`src/rtl/mem_lsu_pkg.sv`:
```
// lsu_types: shared types for the mem_lsu load/store unit (states, access sizes,
// load/store funct3 codes and the base byte-enable helper).
package lsu_types;

  localparam int unsigned MAX_BYTES = 8;

  typedef enum logic [1:0] {
    LSU_IDLE   = 2'd0,
    LSU_FIRST  = 2'd1,
    LSU_SECOND = 2'd2,
    LSU_DONE   = 2'd3
  } lsu_state_t;

  typedef enum logic [1:0] {
    SIZE_B = 2'd0,
    SIZE_H = 2'd1,
    SIZE_W = 2'd2,
    SIZE_D = 2'd3
  } lsu_size_t;

  typedef enum logic [2:0] {
    lb  = 3'b000,
    lh  = 3'b001,
    lw  = 3'b010,
    ld  = 3'b011,
    lbu = 3'b100,
    lhu = 3'b101,
    lwu = 3'b110
  } load_funct3_t;

  typedef enum logic [2:0] {
    sb = 3'b000,
    sh = 3'b001,
    sw = 3'b010,
    sd = 3'b011
  } store_funct3_t;

  // Base byte enable for an access of the given size, lane 0 aligned.
  function automatic logic [MAX_BYTES-1:0] size_mask(lsu_size_t size);
    case (size)
      SIZE_B:  return 8'h01;
      SIZE_H:  return 8'h03;
      SIZE_W:  return 8'h0F;
      default: return 8'hFF;
    endcase
  endfunction

  function automatic int unsigned size_bytes(lsu_size_t size);
    return 32'd1 << size;
  endfunction

endpackage

```
`src/rtl/mem_lsu_if.sv`:
```
// mem_lsu_if: dcache command/response bus between the load/store unit and the dcache.
interface mem_lsu_if #(
  parameter int unsigned XLEN = 32
);
  localparam int unsigned NBYTES = XLEN / 8;

  logic              dcache_read;
  logic              dcache_write;
  logic [XLEN-1:0]   dcache_addr;
  logic [NBYTES-1:0] dcache_byte_enable;
  logic [XLEN-1:0]   dcache_wdata;
  logic [XLEN-1:0]   dcache_rdata;
  logic              dcache_resp;

  modport master (
    output dcache_read, dcache_write, dcache_addr, dcache_byte_enable, dcache_wdata,
    input  dcache_rdata, dcache_resp
  );

  modport slave (
    input  dcache_read, dcache_write, dcache_addr, dcache_byte_enable, dcache_wdata,
    output dcache_rdata, dcache_resp
  );
endinterface

```
`src/rtl/mem_lsu_align.sv`:
```
// lsu_align: combinational lane alignment -- store shift and byte enables for the
// low/high aligned words, misalignment detect, and load merge/shift/extend.
module lsu_align
  import lsu_types::*;
#(
  parameter int unsigned XLEN   = 32,
  parameter int unsigned NBYTES = XLEN / 8
) (
  input  logic [XLEN-1:0]   addr,
  input  logic [2:0]        funct3,
  input  logic [XLEN-1:0]   sdata,
  input  logic [XLEN-1:0]   lo_rdata,
  input  logic [XLEN-1:0]   hi_rdata,
  output logic [XLEN-1:0]   lo_addr,
  output logic [XLEN-1:0]   hi_addr,
  output logic [NBYTES-1:0] lo_be,
  output logic [NBYTES-1:0] hi_be,
  output logic [XLEN-1:0]   lo_wdata,
  output logic [XLEN-1:0]   hi_wdata,
  output logic              misaligned,
  output logic [XLEN-1:0]   ldata
);
  localparam int unsigned OFFW = $clog2(NBYTES);
  localparam lsu_size_t   FULL = (XLEN == 64) ? SIZE_D : SIZE_W;

  logic [OFFW-1:0]   off;
  logic [OFFW:0]     span;
  lsu_size_t         size;
  logic              is_unsigned;
  logic [NBYTES-1:0] mask;
  logic [2*XLEN-1:0] merged;
  logic [XLEN-1:0]   shifted;

  always_comb begin
    off         = addr[OFFW-1:0];
    span        = (OFFW+1)'(NBYTES) - (OFFW+1)'(off);
    size        = FULL;
    is_unsigned = 1'b0;
    // Unrecognised codes (and ld/lwu on a 32-bit datapath) are full-width.
    case (funct3)
      lb:  size = SIZE_B;
      lh:  size = SIZE_H;
      lw:  size = SIZE_W;
      lbu: begin size = SIZE_B; is_unsigned = 1'b1; end
      lhu: begin size = SIZE_H; is_unsigned = 1'b1; end
      lwu: if (XLEN == 64) begin size = SIZE_W; is_unsigned = 1'b1; end
      default: size = FULL;
    endcase

    mask       = NBYTES'(size_mask(size));
    misaligned = (32'(off) + size_bytes(size)) > NBYTES;

    lo_addr  = addr & ~XLEN'(NBYTES - 1);
    hi_addr  = lo_addr + XLEN'(NBYTES);
    lo_be    = mask << off;
    hi_be    = mask >> span;
    lo_wdata = sdata << {off, 3'b000};
    hi_wdata = sdata >> {span, 3'b000};

    merged  = {hi_rdata, lo_rdata} >> {off, 3'b000};
    shifted = merged[XLEN-1:0];
    case (size)
      SIZE_B:  ldata = is_unsigned ? XLEN'(shifted[7:0])  : XLEN'($signed(shifted[7:0]));
      SIZE_H:  ldata = is_unsigned ? XLEN'(shifted[15:0]) : XLEN'($signed(shifted[15:0]));
      SIZE_W:  ldata = is_unsigned ? XLEN'(shifted[31:0]) : XLEN'($signed(shifted[31:0]));
      default: ldata = shifted;
    endcase
  end
endmodule

```
`src/rtl/mem_lsu.sv`:
```
// mem_lsu: MEM-stage load/store unit -- FSM, request latch and low-part capture.
// Define LSU_MISALIGNED_SPLIT_EN to split misaligned accesses; otherwise they trap.
module mem_lsu
  import lsu_types::*;
#(
  parameter int unsigned XLEN   = 32,
  parameter int unsigned NBYTES = XLEN / 8
) (
  input  logic            clk,
  input  logic            rst,
  input  logic            req_valid,
  input  logic            req_read,
  input  logic            req_write,
  input  logic [2:0]      req_funct3,
  input  logic [XLEN-1:0] req_addr,
  input  logic [XLEN-1:0] req_rs2,
  input  logic            fwd_sel,
  input  logic [XLEN-1:0] fwd_data,
  mem_lsu_if.master       dc,
  output logic            mem_stall,
  output logic [XLEN-1:0] mem_rdata,
  output logic            rdata_valid,
  output logic            misaligned_exc
);
  localparam logic [1:0] IDLE   = LSU_IDLE;
  localparam logic [1:0] FIRST  = LSU_FIRST;
  localparam logic [1:0] SECOND = LSU_SECOND;
  localparam logic [1:0] DONE   = LSU_DONE;

  logic [1:0]        state, state_d;
  logic [XLEN-1:0]   lat_addr, lat_data, lo_q;
  logic [2:0]        lat_funct3;
  logic              lat_read, lat_write;
  logic              is_mem;
  logic [XLEN-1:0]   src_addr, src_data, lo_rdata;
  logic [2:0]        src_funct3;
  logic              src_read, src_write;
  logic [XLEN-1:0]   lo_addr, hi_addr, lo_wdata, hi_wdata, ld_result;
  logic [NBYTES-1:0] lo_be, hi_be;
  logic              misaligned;
  logic              cmd_rd_d, cmd_wr_d, trap_d, ld_done;
  logic [XLEN-1:0]   addr_d, wdata_d;
  logic [NBYTES-1:0] be_d;

  assign is_mem    = req_valid & (req_read | req_write);
  assign mem_stall = ~rst & is_mem & (state != DONE);

  // In IDLE the aligner sees the live request so the first command registers at accept.
  always_comb begin
    if (state == IDLE) begin
      src_addr   = req_addr;
      src_funct3 = req_funct3;
      src_read   = req_read;
      src_write  = req_write;
      src_data   = fwd_sel ? fwd_data : req_rs2;
    end else begin
      src_addr   = lat_addr;
      src_funct3 = lat_funct3;
      src_read   = lat_read;
      src_write  = lat_write;
      src_data   = lat_data;
    end
    lo_rdata = (state == FIRST) ? dc.dcache_rdata : lo_q;
  end

  lsu_align #(.XLEN(XLEN), .NBYTES(NBYTES)) u_align (
    .addr       (src_addr),
    .funct3     (src_funct3),
    .sdata      (src_data),
    .lo_rdata   (lo_rdata),
    .hi_rdata   (dc.dcache_rdata),
    .lo_addr    (lo_addr),
    .hi_addr    (hi_addr),
    .lo_be      (lo_be),
    .hi_be      (hi_be),
    .lo_wdata   (lo_wdata),
    .hi_wdata   (hi_wdata),
    .misaligned (misaligned),
    .ldata      (ld_result)
  );

  always_comb begin
    state_d  = state;
    trap_d   = 1'b0;
    cmd_rd_d = 1'b0;
    cmd_wr_d = 1'b0;
    addr_d   = '0;
    be_d     = '0;
    wdata_d  = '0;
    case (state)
      IDLE: if (is_mem) begin
`ifdef LSU_MISALIGNED_SPLIT_EN
        state_d = FIRST;
`else
        if (misaligned) begin
          state_d = DONE;
          trap_d  = 1'b1;
        end else begin
          state_d = FIRST;
        end
`endif
      end
      FIRST: if (dc.dcache_resp) begin
`ifdef LSU_MISALIGNED_SPLIT_EN
        state_d = misaligned ? SECOND : DONE;
`else
        state_d = DONE;
`endif
      end
      SECOND: if (dc.dcache_resp) state_d = DONE;
      default: state_d = IDLE;
    endcase

    // Command registers carry the command for the state being entered.
    if (state_d == FIRST) begin
      cmd_rd_d = src_read;
      cmd_wr_d = src_write;
      addr_d   = lo_addr;
      be_d     = lo_be;
      wdata_d  = lo_wdata;
    end else if (state_d == SECOND) begin
      cmd_rd_d = src_read;
      cmd_wr_d = src_write;
      addr_d   = hi_addr;
      be_d     = hi_be;
      wdata_d  = hi_wdata;
    end

    ld_done = ((state == FIRST) || (state == SECOND)) && (state_d == DONE) && src_read;
  end

  always_ff @(posedge clk) begin
    if (rst) begin
      state                 <= IDLE;
      lat_addr              <= '0;
      lat_data              <= '0;
      lat_funct3            <= '0;
      lat_read              <= 1'b0;
      lat_write             <= 1'b0;
      lo_q                  <= '0;
      dc.dcache_read        <= 1'b0;
      dc.dcache_write       <= 1'b0;
      dc.dcache_addr        <= '0;
      dc.dcache_byte_enable <= '0;
      dc.dcache_wdata       <= '0;
      mem_rdata             <= '0;
      rdata_valid           <= 1'b0;
      misaligned_exc        <= 1'b0;
    end else begin
      state <= state_d;
      if ((state == IDLE) && is_mem) begin
        lat_addr   <= src_addr;
        lat_data   <= src_data;
        lat_funct3 <= src_funct3;
        lat_read   <= src_read;
        lat_write  <= src_write;
      end
      if ((state == FIRST) && dc.dcache_resp) lo_q <= dc.dcache_rdata;
      dc.dcache_read        <= cmd_rd_d;
      dc.dcache_write       <= cmd_wr_d;
      dc.dcache_addr        <= addr_d;
      dc.dcache_byte_enable <= be_d;
      dc.dcache_wdata       <= wdata_d;
      rdata_valid           <= ld_done;
      if (ld_done) mem_rdata <= ld_result;
      misaligned_exc        <= trap_d;
    end
  end
endmodule
```
`src/flat_wrapper.sv`:
```
// flat-port wrapper written by rule: the top's interface ports become plain ports
module mem_lsu_flat import lsu_types::*;
#(
  parameter int unsigned XLEN   = 32,
  parameter int unsigned NBYTES = XLEN / 8
)
  (clk, rst, req_valid, req_read, req_write, req_funct3, req_addr, req_rs2, fwd_sel, fwd_data, mem_stall, mem_rdata, rdata_valid, misaligned_exc, dc_dcache_read, dc_dcache_write, dc_dcache_addr, dc_dcache_byte_enable, dc_dcache_wdata, dc_dcache_rdata, dc_dcache_resp);
  mem_lsu_if #(.XLEN(XLEN)) dc_i ();
  input  logic clk;
  input  logic rst;
  input  logic req_valid;
  input  logic req_read;
  input  logic req_write;
  input  logic [2:0] req_funct3;
  input  logic [XLEN-1:0] req_addr;
  input  logic [XLEN-1:0] req_rs2;
  input  logic fwd_sel;
  input  logic [XLEN-1:0] fwd_data;
  output logic mem_stall;
  output logic [XLEN-1:0] mem_rdata;
  output logic rdata_valid;
  output logic misaligned_exc;
  output wire logic [$bits(dc_i.dcache_read)-1:0] dc_dcache_read;
  output wire logic [$bits(dc_i.dcache_write)-1:0] dc_dcache_write;
  output wire logic [$bits(dc_i.dcache_addr)-1:0] dc_dcache_addr;
  output wire logic [$bits(dc_i.dcache_byte_enable)-1:0] dc_dcache_byte_enable;
  output wire logic [$bits(dc_i.dcache_wdata)-1:0] dc_dcache_wdata;
  input wire logic [$bits(dc_i.dcache_rdata)-1:0] dc_dcache_rdata;
  input wire logic [$bits(dc_i.dcache_resp)-1:0] dc_dcache_resp;
  assign dc_dcache_read = dc_i.dcache_read;
  assign dc_dcache_write = dc_i.dcache_write;
  assign dc_dcache_addr = dc_i.dcache_addr;
  assign dc_dcache_byte_enable = dc_i.dcache_byte_enable;
  assign dc_dcache_wdata = dc_i.dcache_wdata;
  assign dc_i.dcache_rdata = dc_dcache_rdata;
  assign dc_i.dcache_resp = dc_dcache_resp;
  mem_lsu #(.XLEN(XLEN), .NBYTES(NBYTES)) u_core (.clk(clk), .rst(rst), .req_valid(req_valid), .req_read(req_read), .req_write(req_write), .req_funct3(req_funct3), .req_addr(req_addr), .req_rs2(req_rs2), .fwd_sel(fwd_sel), .fwd_data(fwd_data), .dc(dc_i), .mem_stall(mem_stall), .mem_rdata(mem_rdata), .rdata_valid(rdata_valid), .misaligned_exc(misaligned_exc));
endmodule
```
`config.mk`:
```
export PLATFORM = sky130hd
export DESIGN_NAME = mem_lsu_flat
export DESIGN_NICKNAME = d
export VERILOG_FILES = /design/src/rtl/mem_lsu_pkg.sv /design/src/rtl/mem_lsu_if.sv /design/src/rtl/mem_lsu_align.sv /design/src/rtl/mem_lsu.sv /design/src/flat_wrapper.sv
export SDC_FILE = /design/constraint.sdc
export NUM_CORES = 1
export LEC_CHECK = 0
export CAP_MARGIN = 0
export CORE_MARGIN = 1.5
export CORE_UTILIZATION = 46
export DETAILED_ROUTE_END_ITERATION = 8
export GPL_TIMING_DRIVEN = 0
export PLACE_DENSITY_LB_ADDON = 0.15
export SETUP_SLACK_MARGIN = 0.1
export SLEW_MARGIN = 20
export SYNTH_ARGS = -nofsm -noshare
export SYNTH_HDL_FRONTEND = slang
export SYNTH_SLANG_ARGS = --single-unit
```
`constraint.sdc`:
```
create_clock -name clk -period 4.15 [get_ports clk]
set_input_delay 0.83 -clock clk [delete_from_list [all_inputs] [get_ports clk]]
set_output_delay 0.83 -clock clk [all_outputs]
set_load 0.05 [all_outputs]
```
==> results.json, run 1 <==
{
  "power_frac_comb_pct": 57.5,
  "p_switching_mw": 5.118,
  "std_cell_rows": 56,
  "leakage_nw": 5.446,
  "dpl.hpwl_mm": 31.65,
  "die_y_um": 157.1,
  "yosys_register_bits": 205,
  "stdcell_count": 1976,
  "drc": 0,
  "seq_power_share_pct": 23.6,
  "antenna_left": 0,
  "core_area_um2": 23400,
  "first_pass_iters": 6,
  "critical_path_class": "flop to flop",
  "fmaxAchievable_mhz": 254.4,
  "drive_above_1_share_pct": 8.932,
  "n_fill_cell": 2165,
  "die_area_um2": 24670,
  "dp.cells": 1930,
  "reg2reg_setup_slack_ns": 0.22,
  "final-setup-viol-count": 0,
  "clock_latency_ns": 0.51,
  "die_width_um": 157.1,
  "min_path_cells": 2,
  "r2r-start": "u_core.state[0]$_SDFF_PP0_",
  "final-seq-area_um2": 4106,
  "hold_viol_final": 0,
  "tightest_slew_ns": 0.8828,
  "cts_buffers": 23,
  "pwr-share-clk_pct": 18.9,
  "max_slew_margin_pct": 40.69,
  "r2r-end": "u_core.mem_rdata[28]$_SDFFE_PP0P_",
  "n_antenna_cell": 0,
  "rsz0062_at_grt": "no",
  "crit_path_max_fanout": 10,
  "hold_end": "u_core.lo_q[23]$_SDFFE_PP0P_",
  "final_nets": 1791,
  "ys_warn_count": 0,
  "globalplace.congestion": 0.9406,
  "grt_first_pass_wirelength_mm": 62.96,
  "synth_edf_count": 0,
  "period_share_pct": 94.72,
  "cp.arrival_ns": 4.29,
  "synth_cell_types": 67,
  "multiInputGateArea_um2": 6432,
  "cts_root_buffer": "clkbuf_16",
  "cp-start-kind": "flop",
  "clock_skew_ns": 0.01006,
  "outcome": "finished, final reports clean",
  "grt_pass1_vias": 11160,
  "grt_max_degree": 20,
  "synth.avg_cell_area_um2": 7.960,
  "wire_per_inst_um": 20.89,
  "max-vdd-ir-drop_uv": 476.7,
  "netlist_instances": 1372,
  "wl_mm": 41.28,
  "worstRegToRegCells": 18,
  "preCtsSetupSlack_ns": -1.524,
  "drt_iter0_markers": 967,
  "syn_to_final_growth_pct": 35.29,
  "async_flop_share_pct": 0,
  "maxCapViolations": 0,
  "syn_area_um2": 10920,
  "cts_max_level": 1,
  "path_clk_slew_ns": 0.06,
  "io_buffers": 238,
  "cts_tree": "done",
  "sw_frac_of_total_pct": 46.74,
  "vias": 11690,
  "antenna_found_initial": 0,
  "post-route-min-period_ns": 3.931,
  "required_ns": 4.51,
  "yosysSeqAreaShare_pct": 37.58,
  "holdCritPathClass": "flop to flop",
  "initial_utilization_pct": 46.66,
  "track_usage_pct": 33.15,
  "cp-end-kind": "flop",
  "p_per_area_nw_per_um2": 741.1,
  "power.internal_mw": 5.832,
  "yosys_most_used_dff": "dfxtp_1",
  "grt_overflow": 0,
  "slew_viol_final": 0,
  "vias_per_cell": 5.915,
  "setup_ws_ns": 0.2192,
  "cts.path.max_buffers": 3,
  "io_pins": 243,
  "hold_start": "u_core.lo_q[23]$_SDFFE_PP0P_",
  "cts_sinks": 205
}
-- cell usage after synthesis, types with 3 or more instances --
cell type	count	area, µm²
or3_1	5	31.28
o32a_1	5	50.05
xor2_1	10	87.58
o22a_1	9	78.83
buf_4	5	37.54
buf_1	7	26.28
ha_1	7	87.58
nor3_1	16	80.08
nand4_1	8	50.05
a21o_1	19	142.6
a21oi_1	119	595.6
o211a_1	3	30.03
dfxtp_1	205	4104
clkbuf_1	68	255.2
buf_2	28	140.1
a22oi_1	8	60.06
o21ai_0	34	170.2
nand3b_1	12	90.09
nand3_1	37	185.2
mux2i_1	89	890.9
nor3b_1	4	30.03
nor2_1	182	683.2
a31oi_1	9	56.30
xnor2_1	10	87.58
nand4b_1	5	43.79
nand2_1	220	825.8
mux4_2	7	157.7
o211ai_1	18	135.1
a22o_1	5	43.79
mux2_2	16	180.2
nand2b_1	3	18.77
a222oi_1	6	60.06
and2_1	7	43.79
a211oi_1	84	630.6
o21a_1	3	22.52
inv_1	9	33.78
o22ai_1	52	325.3
-- sequential cells by signal, summed over array words and instances (netlist names) --
name,cells
u_core.dc.dcache_wdata,32
u_core.lat_addr,32
u_core.lat_data,32
u_core.lo_q,32
u_core.mem_rdata,32
u_core.dc.dcache_addr,30
u_core.dc.dcache_byte_enable,4
u_core.lat_funct3,3
u_core.state,2
u_core.dc.dcache_read,1
u_core.dc.dcache_write,1
u_core.lat_read,1
u_core.lat_write,1
u_core.misaligned_exc,1
u_core.rdata_valid,1
-- kinds of logic (layout without fill, tap and decap cells) --
group | Yosys count | count (layout) | synth area share (%)
AO/OA/AOI/OAI | 393 | 393 | 23.67
XOR/XNOR | 20 | 20 | 1.604
adder cells (fa/ha/maj) | 8 | 8 | 0.9853
buffers and inverters | 123 | 407 | 4.972
flip-flops | 205 | 205 | 37.58
multiplexers | 113 | 113 | 11.38
other | 1 | 2 | 0.03434
AND/OR/NAND/NOR | 509 | 509 | 19.78
-- area by class of cell --
type | count | area share [%]
timing repair buffer | 251 | 16.78
clock inverter | 9 | 0.8723
inverter | 11 | 0.2964
multi-input combinational | 1045 | 43.54
buffer | 108 | 3.794
clock buffer | 28 | 4.226
sequential | 205 | 27.79
tap | 319 | 2.702
-- cell usage in the layout, fill, tap and decap left out, types with 10 or more instances in the layout --
cell type | netlist | routed
buf_4 | 5 | 18
a21o_1 | 19 | 19
o22ai_1 | 52 | 49
xnor2_1 | 10 | 10
clkbuf_16 | 0 | 24
mux2i_1 | 89 | 88
a211oi_1 | 84 | 82
nand2_1 | 220 | 220
a21oi_1 | 119 | 118
xor2_1 | 10 | 10
dfxtp_1 | 205 | 203
nand3_1 | 37 | 36
o21ai_0 | 34 | 34
o211ai_1 | 18 | 18
clkdlybuf4s50_1 | 0 | 237
mux2_2 | 16 | 16
clkbuf_1 | 68 | 62
buf_2 | 28 | 24
nand3b_1 | 12 | 12
nor3_1 | 16 | 10
nor2_1 | 182 | 181
-- worst max-delay path by stage --
| stage | startpoint | to | slack (ns) | cells after the start |
|---|---|---|---|---|
| 2_1_floorplan | req_addr[0] | u_core.mem_rdata[21]$_SDFFE_PP0P_ | 0.11 | 17 |
| 3_3_place_gp | req_addr[0] | u_core.dc.dcache_byte_enable[2]$_SDFF_PP0_ | -1.49 | 17 |
| 3_5_place_dp | req_addr[0] | u_core.dc.dcache_byte_enable[2]$_SDFF_PP0_ | -1.52 | 17 |
| 4_1_cts | u_core.state[0]$_SDFF_PP0_ | u_core.dc.dcache_byte_enable[3]$_SDFF_PP0_ | 0.14 | 16 |
| 5_1_grt | u_core.state[1]$_SDFF_PP0_ | u_core.mem_rdata[28]$_SDFFE_PP0P_ | 0.1 | 18 |
| 6_report | u_core.state[0]$_SDFF_PP0_ | u_core.mem_rdata[28]$_SDFFE_PP0P_ | 0.22 | 18 |
-- critical path: stages, from the launching register on --
cell       delay [ns]
dfxtp_2          0.34
inv_1            0.10
ha_4             0.21
mux2i_4          0.28
buf_6            0.18
inv_4            0.08
buf_12           0.15
clkbuf_16        0.15
ha_2             0.19
inv_1            0.06
fa_1             0.40
nand2b_1         0.12
a221oi_2         0.09
o211a_1          0.28
or3_1            0.38
buf_4            0.19
a211oi_4         0.31
buf_6            0.19
a211oi_1         0.07
-- through the flow --
stage                     instance area [µm²]  hold WS [ns]  total power [mW]  util (%)  setup TNS (ns)
after floorplan                         10930        0.4338             6.597         -               0
after global placement                  13710        0.4421             8.456     58.58         -112.17
after detailed placement                13720        0.4456             8.495     58.61         -116.13
after CTS                               14700        0.4532             10.78     62.81               0
after global routing                    14770        0.4714             11.47     63.13               0
final                                   14770        0.4514             10.95     63.13               0
-- power by group through the flow --
stage / clock network [mW] / logic [mW] / registers [mW]
6_report: 2.06 / 6.30 / 2.59
5_1_grt: 2.17 / 6.67 / 2.63
4_1_cts: 2.08 / 6.11 / 2.59
3_5_place_dp: 0 / 5.87 / 2.62
2_1_floorplan: 0 / 3.17 / 3.42
3_3_place_gp: 0 / 5.84 / 2.61
-- layer usage --
| layer | up-vias | part of all wire, % | track usage [%] | wire [µm] |
|---|---|---|---|---|
| met5 | - | 0 | 0 | 0 |
| met4 | 0 | 4.1 | 13.79 | 1690 |
| li1 | 5467 | - | - | - |
| met3 | 102 | 8.8 | 4.736 | 3615 |
| met1 | 5532 | 42 | 44.25 | 17260 |
| met2 | 588 | 45 | 53.75 | 18720 |
-- timing repair --
action                     4_1_cts  5_1_grt
setup buffers                    8        5
gates resized for setup         40       12
cloned                           0        0
pin swaps                        7        5
setup endpoints to repair      102       64
hold buffers                     0        0
No activity file was read; power rests on OpenSTA's default activity.
==> inputs of run 2 (changes only) <==
--- a/config.mk
+++ b/config.mk
@@ -6,6 +6,7 @@
 export NUM_CORES = 1
 export LEC_CHECK = 0
 export CAP_MARGIN = 0
+export CORE_ASPECT_RATIO = 1.4
 export CORE_MARGIN = 1.5
 export CORE_UTILIZATION = 46
 export DETAILED_ROUTE_END_ITERATION = 8
==> results.json, run 2 (synthesis results as in run 1) <==
{
  "outcome": "finished, final reports clean",
  "clock_latency_ns": 0.52,
  "die_width_um": 133.2,
  "vias_per_cell": 6.011,
  "cp-end-kind": "flop",
  "post-route-min-period_ns": 3.946,
  "cts_hold_buffers": 0,
  "cts_root_buffer": "clkbuf_16",
  "multiInputGateArea_um2": 6425,
  "std_cell_rows": 66,
  "core_area_um2": 23290,
  "cts_buffers": 22,
  "pwr-share-clk_pct": 19.5,
  "final-seq-area_um2": 4106,
  "cp-start-kind": "flop",
  "max_slew_margin_pct": 36.49,
  "cts.path.max_buffers": 3,
  "grt_first_pass_wirelength_mm": 66.57,
  "grt_pass1_vias": 11530,
  "max_stage_delay_ns": 0.41,
  "hold_viol_final": 0,
  "initial_utilization_pct": 46.89,
  "required_ns": 4.54,
  "io_pins": 243,
  "drive_above_1_share_pct": 9.080,
  "dpl.hpwl_mm": 33.80,
  "path_clk_slew_ns": 0.06,
  "clock_skew_ns": 0.01239,
  "p_per_area_nw_per_um2": 753.8,
  "p_switching_mw": 5.271,
  "maxCapViolations": 0,
  "final-setup-viol-count": 0,
  "cts_tree": "done",
  "wl_mm": 45.10,
  "final_nets": 1793,
  "leakage_nw": 5.488,
  "max-vdd-ir-drop_uv": 378.8,
  "wire_per_inst_um": 22.89,
  "dpl_cell_area_um2": 13700,
  "die_y_um": 185.3,
  "holdCritPathClass": "flop to flop",
  "postLayoutCellArea_um2": 14810,
  "slowest_stage": "fa_1",
  "layout.cells.most_common": "clkdlybuf4s50_1",
  "seq_power_share_pct": 23.3,
  "slew_viol_final": 0,
  "path_cells": "inv_2, ha_4, buf_8, buf_8, nor3_1, a21oi_2, inv_1, ha_1, inv_1, fa_1, nand2b_1, a221oi_2, o211a_1, nor2_1, nand3_4, clkbuf_2, o22ai_1",
  "total_power_mw": 11.16,
  "grt_max_degree": 19,
  "cts_sinks": 205,
  "drt_iter0_markers": 886,
  "vias": 11840,
  "drc": 0,
  "first_pass_iters": 5,
  "cts_max_level": 1,
  "hold_ws_ns": 0.4533,
  "cp.arrival_ns": 4.34,
  "io_buffers": 238,
  "antenna_left": 0,
  "critPathTopFamily": "compound AO/OA/AOI/OAI gates",
  "final_cell_mix": "236 x clkdlybuf4s50_1, 220 x nand2_1, 203 x dfxtp_1",
  "track_usage_pct": 35.61,
  "sw_frac_of_total_pct": 47.21,
  "crit_path_max_fanout": 10,
  "globalplace.congestion": 0.9661,
  "tightest_slew_ns": 0.9448,
  "power.internal_mw": 5.893,
  "die_area_um2": 24690,
  "rsz0062_at_grt": "no",
  "syn_to_final_growth_pct": 35.62,
  "antenna_found_initial": 1,
  "critical_path_class": "flop to flop",
  "n_fill_cell": 2115,
  "crit_buf_inv": 6,
  "power_frac_comb_pct": 57.2,
  "fmaxAchievable_mhz": 253.4,
  "period_share_pct": 95.09,
  "grt_overflow": 0
}
-- run 2: worst min-delay path: cells and delay by family (launching register included) --
family	cells	cell delay (ns)
AND/OR/NAND/NOR	1	0.05
AO/OA/AOI/OAI	1	0.05
flip-flops	1	0.31
-- run 2: path summary, 6_finish.rpt --
| path | from | to | slack [ns] | depth (start not counted) |
|---|---|---|---|---|
| max | u_core.state[1]$_SDFF_PP0_ | u_core.dc.dcache_wdata[15]$_SDFF_PP0_ | 0.20 | 17 |
| min | u_core.lat_read$_SDFFE_PP0P_ | u_core.lat_read$_SDFFE_PP0P_ | 0.45 | 2 |
| max reg2reg | u_core.state[1]$_SDFF_PP0_ | u_core.dc.dcache_wdata[15]$_SDFF_PP0_ | 0.20 | 17 |
| min reg2reg | u_core.lat_read$_SDFFE_PP0P_ | u_core.lat_read$_SDFFE_PP0P_ | 0.45 | 2 |
-- run 2: repair_timing --
| action | CTS | global route |
|---|---|---|
| endpoints found under the hold margin | 0 | 0 |
| setup endpoints to repair | 101 | 80 |
| gates resized for setup | 37 | 14 |
| pin swaps | 2 | 4 |
| buffers inserted | 9 | 6 |
-- run 2: per-stage QoR --
step / cells / utilization (%) / TNS, ns / worst slack [ns]
final: 1970 / 63.60 / 0 / 0.2038
after global routing: 1970 / 63.60 / 0 / 0.08581
after CTS: 1964 / 63.23 / 0 / 0.1293
after detailed placement: 1917 / 58.83 / -122.54 / -1.561
after global placement: 1917 / 58.80 / -117.67 / -1.488
after floorplan: 1373 / - / 0 / 0.1064
-- run 2: power groups by stage --
| stage | Sequential, mW | Combinational, mW | Clock [mW] |
|---|---|---|---|
| 5_1_grt | 2.63 | 6.72 | 2.26 |
| 3_3_place_gp | 2.62 | 5.97 | 0 |
| 6_report | 2.60 | 6.39 | 2.18 |
| 2_1_floorplan | 3.42 | 3.17 | 0 |
| 4_1_cts | 2.59 | 6.18 | 2.18 |
| 3_5_place_dp | 2.63 | 5.99 | 0 |
-- run 2: layout make-up --
class                   count  share of cell area [%]
diodes                      1                 0.01690
well taps                 306                   2.585
clock inverters            10                   1.073
inverters                  11                  0.2957
repair buffers            253                   16.90
plain buffers             109                   3.683
multi-input cells        1045                   43.38
clock buffers              30                   4.334
flip-flops and latches    205                   27.73
-- run 2: layer usage --
metal / vias up / track usage [%] / share of wire (%)
li1: 5476 / - / -
met1: 5582 / 39.27 / 36
met2: 628 / 63.94 / 49
met3: 155 / 3.804 / 7.2
met4: 0 / 25.22 / 7.5
met5: - / 0 / 0
==> inputs of run 3 (changes only) <==
--- a/config.mk
+++ b/config.mk
@@ -8,7 +8,7 @@
 export CAP_MARGIN = 0
 export CORE_ASPECT_RATIO = 1.4
 export CORE_MARGIN = 1.5
-export CORE_UTILIZATION = 46
+export CORE_UTILIZATION = 55
 export DETAILED_ROUTE_END_ITERATION = 8
 export GPL_TIMING_DRIVEN = 0
 export PLACE_DENSITY_LB_ADDON = 0.15
==> constraint.sdc (replaced) <==
create_clock -name clk -period 5 [get_ports clk]
set_input_delay 1 -clock clk [delete_from_list [all_inputs] [get_ports clk]]
set_output_delay 1 -clock clk [all_outputs]
set_load 0.05 [all_outputs]
==> results.json, run 3 (synthesis results as in run 1) <==
{
  "std_cell_rows": 60,
  "die_y_um": 169.7,
  "grt_max_degree": 20,
  "maxCapViolations": 0,
  "cts_max_level": 1,
  "vias": 12100,
  "sw_frac_of_total_pct": 47.69,
  "preCtsSetupSlack_ns": -0.9337,
  "max_slew_margin_pct": 38.21,
  "slew_viol_final": 0,
  "cts_sinks": 205,
  "power_frac_comb_pct": 56.8,
  "path_cells": "clkdlybuf4s50_1, mux2i_1, buf_2, inv_2, buf_6, buf_2, ha_1, inv_1, fa_1, nand2b_1, a221oi_2, o211a_1, o2111ai_4, or2_2, buf_2, o22ai_1",
  "antenna_left": 0,
  "globalplace.congestion": 0.9875,
  "rsz0062_at_grt": "yes",
  "cp.arrival_ns": 5.24,
  "io_pins": 243,
  "first_pass_iters": 6,
  "period_share_pct": 96.85,
  "fin_util_pct": 74.47,
  "cts_buffers": 21,
  "p_per_area_nw_per_um2": 622.9,
  "fmaxAchievable_mhz": 206.5,
  "die_width_um": 122.1,
  "cp-start-kind": "input pin",
  "drt_iter0_markers": 1315,
  "core_area_um2": 19370,
  "pwr-share-clk_pct": 19.2,
  "power.internal_mw": 4.700,
  "stdcell_count": 1898,
  "dp.cells": 1859,
  "path_clk_slew_ns": 0.06,
  "slowest_stage": "clkdlybuf4s50_1",
  "n_fill_cell": 1483,
  "io_buffers": 238,
  "grt_pass1_vias": 11960,
  "final_cell_mix": "238 x clkdlybuf4s50_1, 220 x nand2_1, 205 x dfxtp_1",
  "clock_skew_ns": 0.01679,
  "syn_to_final_growth_pct": 32.08,
  "die_area_um2": 20720,
  "outcome": "finished, final reports clean",
  "setup_tns_ns": 0,
  "drive_above_1_share_pct": 7.277,
  "grt_first_pass_wirelength_mm": 64.37,
  "wl_mm": 43.11,
  "leakage_nw": 5.345,
  "antenna_found_initial": 1,
  "holdCritPathClass": "flop to flop",
  "cts_hold_buffers": 0,
  "grt_overflow": 0,
  "wire_per_inst_um": 22.71,
  "final-setup-viol-count": 0,
  "p_switching_mw": 4.285,
  "setup_ws_ns": 0.1577,
  "cp-end-kind": "flop",
  "track_usage_pct": 40.49,
  "hold_viol_final": 0,
  "tightest_slew_ns": 0.9249,
  "final_nets": 1781,
  "seq_power_share_pct": 24.0,
  "vias_per_cell": 6.373,
  "layout.cells.most_common": "clkdlybuf4s50_1",
  "clock_latency_ns": 0.51,
  "hold_ws_ns": 0.4591,
  "crit_top_cell": "buf_2",
  "drc": 0,
  "initial_utilization_pct": 56.38,
  "critical_path_class": "input pin to flop",
  "max-vdd-ir-drop_uv": 382.8,
  "max_stage_delay_ns": 0.51,
  "post-route-min-period_ns": 4.842,
  "crit_path_max_fanout": 19,
  "cts_tree": "done",
  "required_ns": 5.39,
  "cts_root_buffer": "clkbuf_16",
  "dpl.hpwl_mm": 32.39,
  "cts.path.max_buffers": 3
}
==> run 3: changes by cell type in the layout (fill, tap and decap cells not counted), moves of 3 or more <==
cell      change
clkbuf_1      +3
buf_2         +3
o22ai_2       -3
clkinv_2      +3
clkbuf_8      -4
buf_4        -10
o22ai_1       +4
buf_6         -4
==> run 3: critical path: cells and delay by family <==
family	cells	cell delay, ns
mux	1	0.16
fa+ha+maj	2	0.72
compound gates	4	1.20
simple gates	2	0.44
buf+inv	7	1.70
==> run 3: final timing paths <==
kind / start / endpoint / slack, ns / cells after the start
min: u_core.lo_q[31]$_SDFFE_PP0P_ / u_core.lo_q[31]$_SDFFE_PP0P_ / 0.46 / 2
max: req_addr[0] / u_core.dc.dcache_wdata[5]$_SDFF_PP0_ / 0.16 / 16
min reg2reg: u_core.lo_q[31]$_SDFFE_PP0P_ / u_core.lo_q[31]$_SDFFE_PP0P_ / 0.46 / 2
max reg2reg: u_core.state[1]$_SDFF_PP0_ / u_core.dc.dcache_wdata[5]$_SDFF_PP0_ / 0.23 / 15
==> run 3: stage by stage <==
stage	cell area [µm²]	total power, mW
finish	14420	8.985
floorplan	10920	5.473
global placement	13620	7.018
CTS	14360	8.786
global route	14420	9.313
detailed placement	13620	7.073
==> run 3: area by class of cell <==
cell class              instances  area, µm²  area share, %
diodes                          1      2.502        0.01735
plain buffers                 111      508.0          3.522
clock buffers                  23      533.0          3.695
clock inverters                14      203.9          1.414
inverters                      11      41.29         0.2863
multi-input cells            1045       6324          43.84
flip-flops and latches        205       4104          28.45
well taps                     248      310.3          2.151
repair buffers                240       2397          16.62
==> run 3: routing by layer <==
metal	part of all wire [%]	vias to the layer above	routed length (µm)	track usage [%]
li1	-	5446	-	-
met1	34	5642	14560	43.41
met2	49	775	20950	70.52
met3	8.9	233	3828	6.183
met4	8.8	0	3775	31.14
met5	0	-	0	0
==> run 3: power groups by stage <==
| stage | logic (mW) | clock network [mW] | registers [mW] |
|---|---|---|---|
| final | 5.11 | 1.72 | 2.16 |
| after CTS | 4.92 | 1.72 | 2.15 |
| after global placement | 4.85 | 0 | 2.17 |
| after global routing | 5.36 | 1.78 | 2.18 |
| after floorplan | 2.63 | 0 | 2.84 |
| after detailed placement | 4.89 | 0 | 2.18 |
==> run 3: repair_timing <==
action | in CTS | in global routing
resized for setup | 1 | 14
buffers inserted | 0 | 2
setup endpoints to repair | 98 | 70
pin swaps | 0 | 1
